--- src/rtl/fx2_wr_sched.sv ---
// rtl/fx2_wr_sched.sv - FX2 slave-FIFO write scheduler: round-robin of two word streams onto FD
// with one-word holding register, packet counting and PKTEND on idle timeout or flush.
module fx2_wr_sched #(
  parameter int PKT_WORDS = 256,
  parameter int TIMEOUT   = 4096
) (
  input  logic        clk_i,
  input  logic        reset_ni,
  input  logic [15:0] a_data_i,
  input  logic        a_valid_i,
  output logic        a_ack_o,
  input  logic [15:0] b_data_i,
  input  logic        b_valid_i,
  output logic        b_ack_o,
  input  logic        full_ni,
  input  logic        flush_i,
  output logic        slwr_o,
  output logic        pktend_o,
  output logic [15:0] fd_o,
  output logic        busy_o
);

  localparam int CW = (PKT_WORDS > 2) ? $clog2(PKT_WORDS) : 1;
  localparam int TW = (TIMEOUT > 2) ? $clog2(TIMEOUT) : 1;
  localparam logic [CW-1:0] CNT_LAST = CW'(PKT_WORDS - 1);
  localparam logic [TW-1:0] TMR_LAST = TW'(TIMEOUT - 1);

  typedef enum logic [1:0] {ST_RUN, ST_END, ST_GAP} state_t;

  state_t        state_q, state_d;
  logic          pend_r;
  logic [15:0]   data_r;
  logic [CW-1:0] cnt_r;
  logic [TW-1:0] timer_r;
  logic          last_b_r;
  logic          flush_seen_r;
  logic          go_end;
  logic          load;
  logic          cnt_zero;
  logic          wrap;

  assign cnt_zero = (cnt_r == '0);
  assign wrap     = slwr_o & (cnt_r == CNT_LAST);
  assign load     = a_ack_o | b_ack_o;
  assign fd_o     = data_r;
  assign busy_o   = pend_r | (state_q != ST_RUN);

  always_comb begin
    state_d  = state_q;
    a_ack_o  = 1'b0;
    b_ack_o  = 1'b0;
    slwr_o   = 1'b0;
    pktend_o = 1'b0;
    go_end   = 1'b0;
    case (state_q)
      ST_RUN: begin
        slwr_o = reset_ni & pend_r & full_ni;
        go_end = !cnt_zero & !pend_r & ((timer_r == TMR_LAST) | flush_seen_r);
        if (go_end) begin
          state_d = ST_END;
        end else if (reset_ni & (!pend_r | slwr_o)) begin
          // A wins unless B is also valid and A was the previous winner
          if (a_valid_i & (!b_valid_i | last_b_r)) a_ack_o = 1'b1;
          else if (b_valid_i)                      b_ack_o = 1'b1;
        end
      end
      ST_END: begin
        pktend_o = reset_ni & full_ni;
        if (full_ni) state_d = ST_GAP;
      end
      ST_GAP:  state_d = ST_RUN;
      default: state_d = ST_RUN;
    endcase
  end

  always_ff @(posedge clk_i) begin
    if (!reset_ni) begin
      state_q      <= ST_RUN;
      pend_r       <= 1'b0;
      data_r       <= '0;
      cnt_r        <= '0;
      timer_r      <= '0;
      last_b_r     <= 1'b1;
      flush_seen_r <= 1'b0;
    end else begin
      state_q <= state_d;

      if (load) begin
        data_r   <= a_ack_o ? a_data_i : b_data_i;
        last_b_r <= b_ack_o;
        pend_r   <= 1'b1;
      end else if (slwr_o) begin
        pend_r <= 1'b0;
      end

      if (pktend_o)    cnt_r <= '0;
      else if (wrap)   cnt_r <= '0;
      else if (slwr_o) cnt_r <= cnt_r + 1'b1;

      if (slwr_o | load | cnt_zero | pktend_o) timer_r <= '0;
      else if (!pend_r && timer_r != TMR_LAST) timer_r <= timer_r + 1'b1;

      // an empty packet never latches a flush, so no zero-length PKTEND
      if (go_end | wrap | (cnt_zero & !pend_r)) flush_seen_r <= 1'b0;
      else if (flush_i)                         flush_seen_r <= 1'b1;
    end
  end

endmodule
--- config.mk ---
export PLATFORM = sky130hd
export DESIGN_NAME = fx2_wr_sched
export DESIGN_NICKNAME = d
export VERILOG_FILES = /design/src/rtl/fx2_wr_sched.sv
export SDC_FILE = /design/constraint.sdc
export NUM_CORES = 1
export LEC_CHECK = 0
export BUFFER_PORTS_ARGS = -buffer_cell sky130_fd_sc_hd__buf_2
export CAP_MARGIN = 20
export CORE_ASPECT_RATIO = 1.1
export CORE_MARGIN = 2
export CORE_UTILIZATION = 45
export CTS_CLUSTER_SIZE = 20
export DETAILED_ROUTE_END_ITERATION = 8
export HOLD_SLACK_MARGIN = 0.15
export PLACE_DENSITY = 0.74
export SYNTH_ARGS = -nofsm -noshare
export SYNTH_HDL_FRONTEND = slang
export SYNTH_SLANG_ARGS = --single-unit
--- constraint.sdc ---
create_clock -name clk_i -period 2.6 [get_ports clk_i]
set_input_delay 0.26 -clock clk_i [delete_from_list [all_inputs] [get_ports clk_i]]
set_output_delay 0.26 -clock clk_i [all_outputs]
set_load 0.01 [all_outputs]
==> impl_metrics.csv <==
group,metric,value,unit
timing,fin_crit,2.23,ns
critical_path,critical_path_arrival,1.97,ns
critical_path,cp-start-kind,"flip-flop",
clock_tree,holdBufCountCts,0,
floorplanning,core_area,4320,µm²
floorplanning,die_area,5070,µm²
floorplanning,io-pin-count,59,
grt,grt_pass1_wl,6990,µm
synthesis,ys_types,39,
cells_and_area,fill_cells,400,
cells_and_area,layout_commonest_cell,"buf_2",
synthesis,avgSynthCellArea,9.27,µm²
critical_path,critPathMaxFanout,18,
placed_design,post-place-cells,328,
flow_run,maxCapViolations,0,
timing,final.setup.tns,0,ns
drt,wl_per_cell,12.5,µm
timing,fmax,448,MHz
critical_path,worst-setup-path-type,"flip-flop to primary output",
critical_path,endpoint,"a_ack_o",
clock_tree,htree_levels,2,
synthesis,synth_top_area_cell,"dfxtp_1",
clock_tree,cts_setup_buffers,0,
grt,grt_overflow,0,
drt,totalWireLength,4190,µm
min_path,hold_path_startpoint,"flush_i",
cells_and_area,final_cells,335,
pwr,power.density,538,nW/µm²
grt,antenna_found_initial,0,
placed_design,gp_congestion,0.820,
synthesis,syn_area,2030,µm²
drt,wl_met3,212,µm
synthesis,synth.area.top_cells,"dfxtp_1 40%, nand2b_1 11%, o2111a_1 8.9%",
synthesis,synthCells,219,
synthesis,ys_ff_latch,41,
clock_tree,clock_path_buffers,2,
pwr,vdd_ir_drop_max,0.000303,V
drt,dr.pass1.iters,4,
cells_and_area,drive_gt1_share,28.5,%
clock_tree,insertion_delay,0.29,ns
floorplanning,rows,25,
cells_and_area,area_growth,22.0,%
critical_path,cp-end-kind,"primary output",
synthesis,synth_seq_area_share,40.4,%
drt,postRouteAntennaNets,0,
grt,grt_pass1_vias,1624,
clock_tree,numCtsBuffers,5,
floorplanning,initial_core_util,47.0,%
synthesis,syn-num-nets,260,
clock_tree,cts_root_buf,"clkbuf_8",
clock_tree,path_clk_slew,0.07,ns
placed_design,dp_hpwl,3090,µm
timing,period_share,85.9,%
floorplanning,fp.dieH,74.5,µm
critical_path,crit_required,2.34,ns
cells_and_area,final_nets,322,
status,status,"complete, no violations",
synthesis,ys.flop_type,"dfxtp_1",
critical_path,r2r-end,"timer_r[3]",
synthesis,yosys.area.top_type_share,40.4,%
timing,hold_viol_final,0,
drt,drcViolationCount,0,
placed_design,io_buffers,58,
grt,grt_max_degree,22,
clock_tree,clock_sinks,41,
drt,top_layer_used,"met4",
synthesis,ys_warn_count,0,
critical_path,critPathLaunch,"cnt_r[0]",
cells_and_area,antennaDiodeCount,0,
clock_tree,cts_tree,"done",
timing,finClkSkew,0.00642,ns
drt,met2WireLength,2030,µm
timing,rsz0062_at_grt,"false",
timing,slew_headroom,65.4,%
cells_and_area,fin_util,57.4,%
drt,viasPerCell,5.24,
timing,finalMaxSlewViolations,0,
pwr,p_leak,1.01,nW
synthesis,async_flop_share,0,%
synthesis,synth-edff-count,0,
critical_path,r2r_slack,0.40,ns
floorplanning,dieWidth,68.1,µm
clock_tree,cts_resized,0,
drt,drtIter0Drc,49,
drt,wirelength_met1,1900,µm
cells_and_area,final_cell_mix,"58 x buf_2, 41 x dfxtp_1, 37 x nand2b_1, 27 x nor2_1, 16 x o2111a_1",
critical_path,r2r_cells,7,
timing,tightest_slew,0.520,ns
critical_path,rr_startpoint,"cnt_r[0]",
timing,setup_viol,0,
min_path,hold_class,"input pin to flip-flop",
grt,grtUsageTotal,18.0,%
drt,vias,1754,
routing by layer:
layer	vias up	track usage, %
li1	903	-
met1	806	22.8
met2	39	28.7
met3	6	4.84
met4	0	7.56
met5	-	0
flip-flops by register name (all words and copies together) (netlist names):
register / cells
pend_r: 1
cnt_r: 8
fd_o: 16
state_q: 2
flush_seen_r: 1
timer_r: 12
last_b_r: 1
worst max-delay path, cell delays in order, from the launching register on:
cell	delay (ns)
dfxtp_1	0.43
inv_1	0.07
ha_1	0.19
nor4b_1	0.14
a21oi_1	0.35
o32ai_2	0.13
buf_4	0.22
buf_2	0.16
report_power, final:
part | switching (mW) | internal [mW]
combinational | 0.118 | 0.114
clock | 0.199 | 0.210
sequential | 0.0256 | 0.665
synthesized netlist by cell type, drive strengths merged, types with 4 or more instances:
library cell / instances
nand2: 9
nor2: 27
xnor2: 9
inv: 6
dfxtp: 41
nand3: 4
nor3: 7
nand4: 8
nand2b: 37
o2111a: 16
clkbuf: 7
xor2: 6
o21ai: 4
through the flow:
step	total power [mW]	hold WS, ns	cell area, µm²	setup WS, ns
3_5_place_dp	0.938	0.496	2390	0.405
2_1_floorplan	0.840	0.419	2030	0.518
4_1_cts	1.35	0.240	2480	0.356
6_report	1.33	0.251	2480	0.367
5_1_grt	1.40	0.277	2480	0.141
3_3_place_gp	0.936	0.483	2390	0.478
cell families after synthesis:
| kind of cell | count (synthesis) | share of synthesized area [%] |
|---|---|---|
| multiplexers | 3 | 1.54 |
| adder cells (fa/ha/maj) | 3 | 1.85 |
| AO/OA/AOI/OAI | 33 | 15.7 |
| AND/OR/NAND/NOR | 109 | 30.9 |
| XOR/XNOR | 15 | 6.47 |
| flip-flops | 41 | 40.4 |
| buffers and inverters | 15 | 3.20 |
final cells by class:
| class | count | area (µm²) | share of cell area, % |
|---|---|---|---|
| Sequential cell | 41 | 821 | 33.1 |
| Tap cell | 54 | 67.6 | 2.73 |
| Inverter | 6 | 22.5 | 0.909 |
| Multi-Input combinational cell | 163 | 1140 | 46.2 |
| Timing Repair Buffer | 64 | 335 | 13.5 |
| Clock buffer | 7 | 86.3 | 3.48 |
worst min-delay path by stage:
stage | end | slack, ns | depth (start not counted)
detailed placement | timer_r[1] | 0.50 | 2
finish | flush_seen_r | 0.25 | 3
global placement | timer_r[1] | 0.48 | 2
CTS | flush_seen_r | 0.24 | 3
global route | flush_seen_r | 0.28 | 3
floorplan | state_q[1] | 0.42 | 2
No activity file was read; power rests on OpenSTA's default activity.
